--- config.mk ---
export PLATFORM = sky130hd
export DESIGN_NAME = key_event_ctrl_flat
export DESIGN_NICKNAME = d
export VERILOG_FILES = /design/src/rtl/key_event_ctrl_if.sv /design/src/rtl/key_event_ctrl.sv /design/src/flat_wrapper.sv
export SDC_FILE = /design/constraint.sdc
export NUM_CORES = 1
export LEC_CHECK = 0
export CAP_MARGIN = 20
export CELL_PAD_IN_SITES_DETAIL_PLACEMENT = 0
export CELL_PAD_IN_SITES_GLOBAL_PLACEMENT = 1
export CORE_MARGIN = 2
export CORE_UTILIZATION = 43
export CTS_BUF_LIST = sky130_fd_sc_hd__clkbuf_16
export DETAILED_ROUTE_END_ITERATION = 8
export GPL_ROUTABILITY_DRIVEN = 1
export PLACE_DENSITY_LB_ADDON = 0.1
export SLEW_MARGIN = 20
export SYNTH_ARGS = -nofsm -noshare
export SYNTH_HDL_FRONTEND = slang
export SYNTH_SLANG_ARGS = --single-unit
--- constraint.sdc ---
create_clock -name HCLK -period 3.2 [get_ports HCLK]
set_input_delay 0.64 -clock HCLK [delete_from_list [all_inputs] [get_ports HCLK]]
set_output_delay 0.64 -clock HCLK [all_outputs]
set_load 0.01 [all_outputs]
--- src/rtl/key_event_ctrl_if.sv ---
`default_nettype none
// ============================================================================
//  Module      : key_event_ctrl_if
//  Description : Bundle of the key-event controller signals. The scanner,
//                control-register and pop/clear inputs go into the block, and
//                the event FIFO status and head go out of it.
//  Revision    : 1.0  initial release
// ============================================================================
interface key_event_ctrl_if #(
  parameter int FIFO_DEPTH = 8
) ();
  localparam int CW = $clog2(FIFO_DEPTH) + 1;

  logic          key_it;
  logic [3:0]    key_val;
  logic          key_held;
  logic          irq_en;
  logic          evt_pop;
  logic          ovf_clr;
  logic [5:0]    evt_data;
  logic          evt_valid;
  logic [CW-1:0] evt_count;
  logic          ovf;
  logic          irq;

  // Driver side: scanner, register slave and firmware strobes.
  modport master (
    output key_it, key_val, key_held, irq_en, evt_pop, ovf_clr,
    input  evt_data, evt_valid, evt_count, ovf, irq
  );

  // Controller side.
  modport slave (
    input  key_it, key_val, key_held, irq_en, evt_pop, ovf_clr,
    output evt_data, evt_valid, evt_count, ovf, irq
  );
endinterface
`default_nettype wire

--- src/rtl/key_event_ctrl.sv ---
`default_nettype none
// ============================================================================
//  Module      : key_event_ctrl
//  Description : Turns keypad scanner presses into PRESS/LONG/REPEAT/RELEASE
//                events and queues them in a show-ahead FIFO for firmware.
//                Drives the keypad interrupt while events are pending.
//  Revision    : 1.0  initial release
// ============================================================================
module key_event_ctrl #(
  parameter int FIFO_DEPTH   = 8,
  parameter int TICK_DIV     = 50000,
  parameter int LONG_TICKS   = 1000,
  parameter int REPEAT_TICKS = 200
) (
  input  logic           HCLK,
  input  logic           HRESET,
  key_event_ctrl_if.slave bus
);

  localparam int C_AW  = $clog2(FIFO_DEPTH);
  localparam int C_CW  = C_AW + 1;
  localparam int C_PW  = (TICK_DIV > 1) ? $clog2(TICK_DIV) : 1;
  localparam int C_MAX = (LONG_TICKS > REPEAT_TICKS) ? LONG_TICKS : REPEAT_TICKS;
  localparam int C_HW  = $clog2(C_MAX + 1);

  localparam logic [C_PW-1:0] C_TICK_LAST = C_PW'(TICK_DIV - 1);
  localparam logic [C_HW-1:0] C_LONG_LAST = C_HW'(LONG_TICKS - 1);
  localparam logic [C_HW-1:0] C_REP_LAST  = C_HW'(REPEAT_TICKS - 1);
  localparam logic [C_CW-1:0] C_DEPTH     = C_CW'(FIFO_DEPTH);

  localparam logic [1:0] C_EVT_PRESS   = 2'b00;
  localparam logic [1:0] C_EVT_LONG    = 2'b01;
  localparam logic [1:0] C_EVT_REPEAT  = 2'b10;
  localparam logic [1:0] C_EVT_RELEASE = 2'b11;

  typedef enum logic [1:0] {
    S_IDLE      = 2'd0,
    S_CAPTURE   = 2'd1,
    S_PRESSED   = 2'd2,
    S_REPEATING = 2'd3
  } state_t;

  state_t          r_state;
  logic [3:0]      r_code;
  logic [C_HW-1:0] r_hold;
  logic [C_PW-1:0] r_presc;
  logic            w_tick;

  logic            w_push;
  logic [5:0]      w_push_data;

  logic [5:0]      r_mem [FIFO_DEPTH];
  logic [C_AW-1:0] r_wr;
  logic [C_AW-1:0] r_rd;
  logic [C_CW-1:0] r_count;
  logic [5:0]      r_evt_data;
  logic            r_evt_valid;
  logic            r_ovf;
  logic            r_irq;

  logic            w_do_pop;
  logic            w_do_push;
  logic            w_drop;
  logic [C_CW-1:0] w_count_next;
  logic [C_CW-1:0] w_remain;
  logic [C_AW-1:0] w_rd_next;
  logic [5:0]      w_head_next;

  assign w_tick = (r_presc == C_TICK_LAST);

  // Free-running hold-timer prescaler; wraps and pulses tick every TICK_DIV cycles.
  always_ff @(posedge HCLK) begin
    if (HRESET || w_tick) r_presc <= '0;
    else                  r_presc <= r_presc + C_PW'(1);
  end

  // Decide which event, if any, the key sequencer produces this cycle.
  always_comb begin
    w_push      = 1'b0;
    w_push_data = 6'd0;
    case (r_state)
      S_CAPTURE: begin
        w_push      = 1'b1;
        w_push_data = {C_EVT_PRESS, bus.key_val};
      end
      S_PRESSED: begin
        if (!bus.key_held) begin
          w_push      = 1'b1;
          w_push_data = {C_EVT_RELEASE, r_code};
        end else if (w_tick && (r_hold == C_LONG_LAST)) begin
          w_push      = 1'b1;
          w_push_data = {C_EVT_LONG, r_code};
        end
      end
      S_REPEATING: begin
        if (!bus.key_held) begin
          w_push      = 1'b1;
          w_push_data = {C_EVT_RELEASE, r_code};
        end else if (w_tick && (r_hold == C_REP_LAST)) begin
          w_push      = 1'b1;
          w_push_data = {C_EVT_REPEAT, r_code};
        end
      end
      default: ;
    endcase
  end

  // Key sequencer: capture the code, time the hold, return to idle on release.
  always_ff @(posedge HCLK) begin
    if (HRESET) begin
      r_state <= S_IDLE;
      r_code  <= 4'd0;
      r_hold  <= '0;
    end else begin
      case (r_state)
        S_IDLE: begin
          if (bus.key_it) r_state <= S_CAPTURE;
        end
        S_CAPTURE: begin
          r_code  <= bus.key_val;
          r_hold  <= '0;
          r_state <= S_PRESSED;
        end
        S_PRESSED: begin
          if (!bus.key_held) begin
            r_state <= S_IDLE;
          end else if (w_tick) begin
            if (r_hold == C_LONG_LAST) begin
              r_hold  <= '0;
              r_state <= S_REPEATING;
            end else begin
              r_hold <= r_hold + C_HW'(1);
            end
          end
        end
        S_REPEATING: begin
          if (!bus.key_held) begin
            r_state <= S_IDLE;
          end else if (w_tick) begin
            if (r_hold == C_REP_LAST) r_hold <= '0;
            else                      r_hold <= r_hold + C_HW'(1);
          end
        end
        default: r_state <= S_IDLE;
      endcase
    end
  end

  // FIFO bookkeeping; a full FIFO still accepts a push when a pop frees a slot.
  always_comb begin
    w_do_pop     = bus.evt_pop && (r_count != '0);
    w_do_push    = w_push && ((r_count != C_DEPTH) || w_do_pop);
    w_drop       = w_push && (r_count == C_DEPTH) && !w_do_pop;
    w_count_next = r_count + C_CW'(w_do_push) - C_CW'(w_do_pop);
    w_remain     = r_count - C_CW'(w_do_pop);
    w_rd_next    = r_rd + C_AW'(w_do_pop);
    w_head_next  = r_evt_data;
    if (w_count_next != '0) begin
      // When nothing older survives the pop, the new push becomes the head.
      if (w_remain == '0) w_head_next = w_push_data;
      else                w_head_next = r_mem[w_rd_next];
    end
  end

  // Event storage; contents are only read once written, so no reset is needed.
  always_ff @(posedge HCLK) begin
    if (w_do_push) r_mem[r_wr] <= w_push_data;
  end

  // FIFO pointers, registered show-ahead head, status flags and interrupt.
  always_ff @(posedge HCLK) begin
    if (HRESET) begin
      r_wr        <= '0;
      r_rd        <= '0;
      r_count     <= '0;
      r_evt_data  <= 6'd0;
      r_evt_valid <= 1'b0;
      r_ovf       <= 1'b0;
      r_irq       <= 1'b0;
    end else begin
      if (w_do_push) r_wr <= r_wr + C_AW'(1);
      r_rd        <= w_rd_next;
      r_count     <= w_count_next;
      r_evt_data  <= w_head_next;
      r_evt_valid <= (w_count_next != '0);
      r_irq       <= bus.irq_en && r_evt_valid;
      if (w_drop)           r_ovf <= 1'b1;
      else if (bus.ovf_clr) r_ovf <= 1'b0;
    end
  end

  assign bus.evt_data  = r_evt_data;
  assign bus.evt_valid = r_evt_valid;
  assign bus.evt_count = r_count;
  assign bus.ovf       = r_ovf;
  assign bus.irq       = r_irq;

endmodule
`default_nettype wire

--- src/flat_wrapper.sv ---
// flat-port wrapper written by rule: the top's interface ports become plain ports
module key_event_ctrl_flat 
#(
  parameter int FIFO_DEPTH   = 8,
  parameter int TICK_DIV     = 50000,
  parameter int LONG_TICKS   = 1000,
  parameter int REPEAT_TICKS = 200
)
  (HCLK, HRESET, bus_key_it, bus_key_val, bus_key_held, bus_irq_en, bus_evt_pop, bus_ovf_clr, bus_evt_data, bus_evt_valid, bus_evt_count, bus_ovf, bus_irq);
  key_event_ctrl_if #(.FIFO_DEPTH(FIFO_DEPTH)) bus_i ();
  input  logic HCLK;
  input  logic HRESET;
  input wire logic [$bits(bus_i.key_it)-1:0] bus_key_it;
  input wire logic [$bits(bus_i.key_val)-1:0] bus_key_val;
  input wire logic [$bits(bus_i.key_held)-1:0] bus_key_held;
  input wire logic [$bits(bus_i.irq_en)-1:0] bus_irq_en;
  input wire logic [$bits(bus_i.evt_pop)-1:0] bus_evt_pop;
  input wire logic [$bits(bus_i.ovf_clr)-1:0] bus_ovf_clr;
  output wire logic [$bits(bus_i.evt_data)-1:0] bus_evt_data;
  output wire logic [$bits(bus_i.evt_valid)-1:0] bus_evt_valid;
  output wire logic [$bits(bus_i.evt_count)-1:0] bus_evt_count;
  output wire logic [$bits(bus_i.ovf)-1:0] bus_ovf;
  output wire logic [$bits(bus_i.irq)-1:0] bus_irq;
  assign bus_i.key_it = bus_key_it;
  assign bus_i.key_val = bus_key_val;
  assign bus_i.key_held = bus_key_held;
  assign bus_i.irq_en = bus_irq_en;
  assign bus_i.evt_pop = bus_evt_pop;
  assign bus_i.ovf_clr = bus_ovf_clr;
  assign bus_evt_data = bus_i.evt_data;
  assign bus_evt_valid = bus_i.evt_valid;
  assign bus_evt_count = bus_i.evt_count;
  assign bus_ovf = bus_i.ovf;
  assign bus_irq = bus_i.irq;
  key_event_ctrl #(.FIFO_DEPTH(FIFO_DEPTH), .TICK_DIV(TICK_DIV), .LONG_TICKS(LONG_TICKS), .REPEAT_TICKS(REPEAT_TICKS)) u_core (.HCLK(HCLK), .HRESET(HRESET), .bus(bus_i));
endmodule
==> results.toml, run 1 <==
[outcome]
outcome = "completed"

[floorplanning]
start_util_pct = 44.7
fp.dieW_microns = 105
core-area_sq_mm = 0.00986
rows = 36
dieHeight_microns = 105
dieArea_sq_mm = 0.0111
pin_count = 24

[setup_path]
rrSetupSlack_ps = 250
critPathCaptureType = "register"
reg2reg_from = "u_core.bus.evt_count[2]$_SDFF_PP0_"
path_max_fanout = 6
critical_path_buf_inv_count = 4
worstPathArrival_ps = 3240
required_ps = 3430
rr_worst_depth = 14
critPathMaxStageDelay_ps = 460
crit_type = "input pin to register"
slowest_stage = "clkdlybuf4s50_1"
cp_top_family = "compound AO/OA/AOI/OAI gates"
path_cells = "clkdlybuf4s50_1 -> inv_1 -> o211ai_1 -> o21a_1 -> nand2b_2 -> inv_1 -> ha_1 -> inv_1 -> fa_2 -> xnor2_2 -> nand3b_1 -> nor3_2 -> nor2_2 -> a32o_1"
reg2reg_to = "u_core.bus.evt_data[0]$_SDFFE_PP0P_"
critical_path.startpoint_type = "input pin"
crit_top_cell = "inv_1"

[logic_synthesis]
synth-edff-count = 48
syn_area_sq_mm = 0.00441
synth_top_area_share_pct = 32.7
synth_xor_area_share_pct = 2.78
yosys.area_share.simple_pct = 16.1
synthesis.nets = 404
yosysWarningCount = 0
ys_seq_area_share_pct = 55.8
synthTopCellsByArea = "edfxtp_1 33%, dfxtp_1 23%, mux4_2 6.1%"
yosys.area_share.adder_pct = 4.43
synth_common_cells = "51 x dfxtp_1, 48 x edfxtp_1, 32 x nor2_1"
yosysMostFrequentCell = "dfxtp_1"
netlist_instances = 378
synthMuxAreaShare_pct = 7.97
ys_types = 55
synth-compound-area-share_pct = 9.96
ys_ff_latch = 99
synth_top_area_cell = "edfxtp_1"
syn_avg_cell_area_sq_um = 11.7
synth_top_family_by_area = "simple AND/OR/NAND/NOR gates"
synth_ff_type = "dfxtp_1"
async_flop_share_pct = 0

[hold_path]
hp-start = "u_core.bus.evt_valid$_SDFF_PP0_"
min_to = "u_core.bus.irq$_SDFF_PP0_"
holdPathStages = 2
hp-class = "register to register"

[placed_design]
io_buffers = 23
dp_cells = 565
postPlaceCellArea_sq_mm = 0.00510
dp_hpwl_microns = 6520
detailedPlace.worstSlack_ps = -348
place.gp.congestion = 0.795

[global_route]
grt_pass1_wl_microns = 14800
antenna_found_initial = 0
track_usage_pct = 17.2
grt_overflow = 0
grt_pass1_vias = 2987
grt_max_degree = 21

[layout]
instances_no_fill = 583
diodes = 0
design_area_sq_mm = 0.00545
area.growth.synth_to_final_pct = 23.5
drive_above_1_share_pct = 19.6
fillers = 839
final_util_pct = 55.2
num-nets-final = 471

[clock_network]
cts-buffers-inserted = 9
hold_buffers = 0
clockBufferDepth = 2
htree_levels = 3
cts_num_sinks = 99
path_clk_slew_ps = 70
cts-root-buf = "clkbuf_16"
cts_tree = "built"
clk_latency_ps = 340

[sta]
min_period_ps = 3010
tightest_slew_ps = 776
fmaxAchievable_mhz = 332
setup_violations = 0
fin_worst_skew_ps = 5.54
post-route-period-util_pct = 94.1
fin_ws_ps = 189
max_slew_margin_pct = 47.8
hold_viol = 0
maxSlewViolCount = 0

[drt]
antenna_left = 0
first_pass_iters = 5
routedWlPerCell_microns = 15.4
wirelength_microns = 8980
drtIter0Drc = 84
viasPerCell = 5.27
vias = 3073
drc = 0

[power_and_ir_drop]
p_leak_nw = 1.96
peakVddDrop_mv = 0.390
power_mw = 3.89
p_per_area_mw_per_mm2 = 714

[run]
maxCapViolCount = 0
## per-layer routing
metal | up-vias | track usage, % | wire (microns)
li1 | 1541 | - | -
met1 | 1486 | 22.1 | 4270
met2 | 36 | 28.2 | 4280
met3 | 10 | 3.83 | 268
met4 | 0 | 6.48 | 163
met5 | - | 0 | 0
## worst max-delay path by stage
| stage | startpoint | endpoint | slack [ps] | cells past startpoint |
|---|---|---|---|---|
| final | bus_evt_pop | u_core.bus.evt_data[0]$_SDFFE_PP0P_ | 190 | 14 |
| after global routing | u_core.r_state[0]$_SDFFE_PP0P_ | u_core.bus.evt_data[4]$_SDFFE_PP0P_ | -20 | 15 |
| after CTS | u_core.r_hold[1]$_SDFFE_PP0P_ | u_core.bus.evt_data[0]$_SDFFE_PP0P_ | 40 | 14 |
| after detailed placement | bus_evt_pop | u_core.bus.evt_data[0]$_SDFFE_PP0P_ | -350 | 14 |
| after global placement | bus_evt_pop | u_core.bus.evt_data[3]$_SDFFE_PP0P_ | -220 | 14 |
| after floorplan | u_core.r_hold[0]$_SDFFE_PP0P_ | u_core.bus.evt_data[0]$_SDFFE_PP0P_ | 100 | 14 |
## cell usage in the layout, fill, tap and decap left out, drive strengths merged, types with 7 or more instances in the layout
| cell type | n |
|---|---|
| ha | 14 |
| nand3 | 8 |
| nor2 | 32 |
| nand2 | 31 |
| nor2b | 8 |
| nand2b | 7 |
| xnor2 | 10 |
| dfxtp | 51 |
| inv | 23 |
| a21oi | 27 |
| clkbuf | 9 |
| mux2i | 7 |
| mux4 | 12 |
| clkdlybuf4s50 | 23 |
| o21ai | 16 |
| edfxtp | 48 |
| buf | 46 |
## stage by stage
step	hold slack, ps	setup TNS [ps]
5_1_grt	457	-19.2
6_report	429	0
3_5_place_dp	422	-1990
4_1_cts	434	0
3_3_place_gp	422	-1120
2_1_floorplan	413	0
## tightest hold or removal path: cells and delay by family, from the launching register on
| kind | cells | cell delay, ps |
|---|---|---|
| AND/OR/NAND/NOR | 2 | 80 |
| flip-flops | 1 | 310 |
## final cells by class
cell class / count / area [sq um] / share of cell area [%]
flip-flops and latches: 99 / 2460 / 45.2
multi-input cells: 248 / 1860 / 34.2
repair buffers: 69 / 601 / 11.0
clock buffers: 9 / 225 / 4.14
well taps: 133 / 166 / 3.06
inverters: 18 / 67.6 / 1.24
clock inverters: 7 / 62.6 / 1.15
## sequential cells by signal (all words and copies together) (netlist names)
name                  cells
u_core.bus.irq            1
u_core.r_mem             48
u_core.r_rd               3
u_core.r_code             4
u_core.r_state            2
u_core.bus.evt_data       6
u_core.r_presc           16
u_core.r_wr               3
u_core.bus.ovf            1
u_core.bus.evt_valid      1
u_core.bus.evt_count      4
u_core.r_hold            10
## where the power goes
group	switching (mW)	leakage, nW	internal (mW)
Sequential	0.0592	0.864	1.42
Clock	0.498	0.145	0.547
Combinational	0.624	0.955	0.736
Total	1.18	1.96	2.71
## logic make-up (layout without fill, tap and decap cells)
family | after synthesis | count (layout)
and+or+nand+nor | 131 | 131
adders and majority gates | 15 | 15
xor gates and xnor gates | 14 | 14
DFF | 99 | 99
buffers and inverters | 31 | 103
muxes | 20 | 20
AOI/OAI and AO/OA | 68 | 68
## repair_timing
item / 4_1_cts / 5_1_grt
gates resized for setup: 3 / 4
endpoints found under the setup margin: 5 / 7
pin swaps: 0 / 7
setup buffers: 0 / 2
No activity file was read; power rests on OpenSTA's default activity.
==> run 2, diff against run 1 <==
Settings changed: CORE_ASPECT_RATIO from default to 1.2, CORE_UTILIZATION 43 to 45.
Clock period 3.2 ns to 3.4 ns, I/O delays scaled along.
==> results.toml, run 2 (synthesis results as in run 1) <==
[global_route]
grt_overflow = 0
track_usage_pct = 18.3
grt_pass1_vias = 2934
use_met2_pct = 31.8
antenna_found_initial = 0
grt_pass1_wl_microns = 14800
grtUsageMet1_pct = 22.3
busiest_layer = "met2"
grt_max_degree = 20
gr-usage-met3_pct = 4.16

[placed_design]
dp_hpwl_microns = 6550
io_buffers = 23
detailedPlace.worstSlack_ps = -174
place.gp.congestion = 0.787
dp_cells = 538

[layout]
largest_reg_flops = 48
drive_above_1_share_pct = 16.4
num-nets-final = 454
instances_no_fill = 556
fillers = 852
area.growth.synth_to_final_pct = 20.5
diodes = 0
largestRegisters = "u_core.r_mem (48), u_core.r_presc (16), u_core.r_hold (10)"
final_common_cell = "dfxtp_1"
regMostFlops = "u_core.r_mem"
final_cell_mix = "50 x dfxtp_1, 48 x edfxtp_1, 31 x nor2_1"

[sta]
hold_viol = 0
maxSlewViolCount = 0
fin_worst_skew_ps = 4.78
setup_violations = 0
fin_ws_ps = 225
rsz0062_at_grt = "false"
tightest_slew_ps = 818
max_slew_margin_pct = 44.9
fmaxAchievable_mhz = 315
min_period_ps = 3180
post-route-period-util_pct = 93.4
whs_ps = 443

[drt]
drc = 0
routedWlPerCell_microns = 16.1
vias = 2974
viasPerCell = 5.35
antenna_left = 0
wirelength_microns = 8970
first_pass_iters = 4
drtIter0Drc = 106

[floorplanning]
dieHeight_microns = 112
rows = 39
dieArea_sq_mm = 0.0106
start_util_pct = 46.4
pin_count = 24
fp.dieW_microns = 94.4
core-area_sq_mm = 0.00952

[clock_network]
htree_levels = 3
clockBufferDepth = 2
cts_num_sinks = 99
cts-buffers-inserted = 9
cts-root-buf = "clkbuf_16"
cts_tree = "built"
path_clk_slew_ps = 70
clk_latency_ps = 350
hold_buffers = 0

[setup_path]
critPathCaptureType = "register"
path_max_fanout = 5
critical_path.startpoint_type = "register"
worstPathArrival_ps = 3420
crit_type = "register to register"
required_ps = 3650

[power_and_ir_drop]
p_per_area_mw_per_mm2 = 692
power_mw = 3.68
peakVddDrop_mv = 0.335
p_leak_nw = 1.88

[hold_path]
hp-class = "register to register"

[run]
maxCapViolCount = 0

[outcome]
outcome = "completed"
-- run 2: path summary, 6_finish.rpt --
path	end	start	cells after the start	slack (ps)
setup / recovery	u_core.bus.evt_data[4]$_SDFFE_PP0P_	u_core.r_hold[1]$_SDFFE_PP0P_	15	220
hold / removal	u_core.r_presc[0]$_SDFF_PP0_	u_core.r_presc[0]$_SDFF_PP0_	1	440
setup reg to reg	u_core.bus.evt_data[4]$_SDFFE_PP0P_	u_core.r_hold[1]$_SDFFE_PP0P_	15	220
hold reg to reg	u_core.r_presc[0]$_SDFF_PP0_	u_core.r_presc[0]$_SDFF_PP0_	1	440
-- run 2: area by class of cell --
type                    instances  area (sq um)  share of cell area (%)
clock buffers                   9           225                    4.24
inverters                      18          67.6                    1.27
clock inverters                 7          82.6                    1.55
flip-flops and latches         99          2460                    46.4
repair buffers                 52           460                    8.67
multi-input cells             248          1860                    35.0
well taps                     123           154                    2.90
-- run 2: where the power goes --
part	leakage [nW]	switching, mW	total (mW)	internal [mW]
Clock	0.156	0.461	1.05	0.586
Combinational	0.859	0.572	1.22	0.652
Sequential	0.864	0.0641	1.41	1.34
Total	1.88	1.10	3.68	2.58
-- run 2: routing by layer --
layer | vias up | routed length [microns]
met1 | 1429 | 3840
met5 | - | 0
met3 | 13 | 207
met2 | 26 | 4780
met4 | 0 | 132
li1 | 1506 | -
-- run 2: repair_timing --
item | CTS | global route
resized for setup | 1 | 8
setup endpoints to repair | 4 | 7
buffers inserted | 0 | 2
cloned | 0 | 0
pin swaps | 0 | 3
-- run 2: worst max-delay path: stages, from the launching register on --
cell	delay [ps]
dfxtp_1	370
ha_2	220
nor4bb_4	300
o2111a_1	290
a21oi_2	110
nand2b_2	190
inv_1	90
ha_1	180
inv_1	60
fa_1	400
xnor2_2	150
nand3b_1	160
nor3_2	70
buf_4	140
buf_4	120
o31ai_1	240
-- run 2: metrics by stage --
stage                     setup TNS, ps  area (sq um)  utilization (%)
final                                 0          5310             55.8
after global routing                  0          5310             55.8
after CTS                             0          5260             55.3
after detailed placement           -842          4950             52.0
after global placement             -268          4950             52.0
after floorplan                       0          4410                -
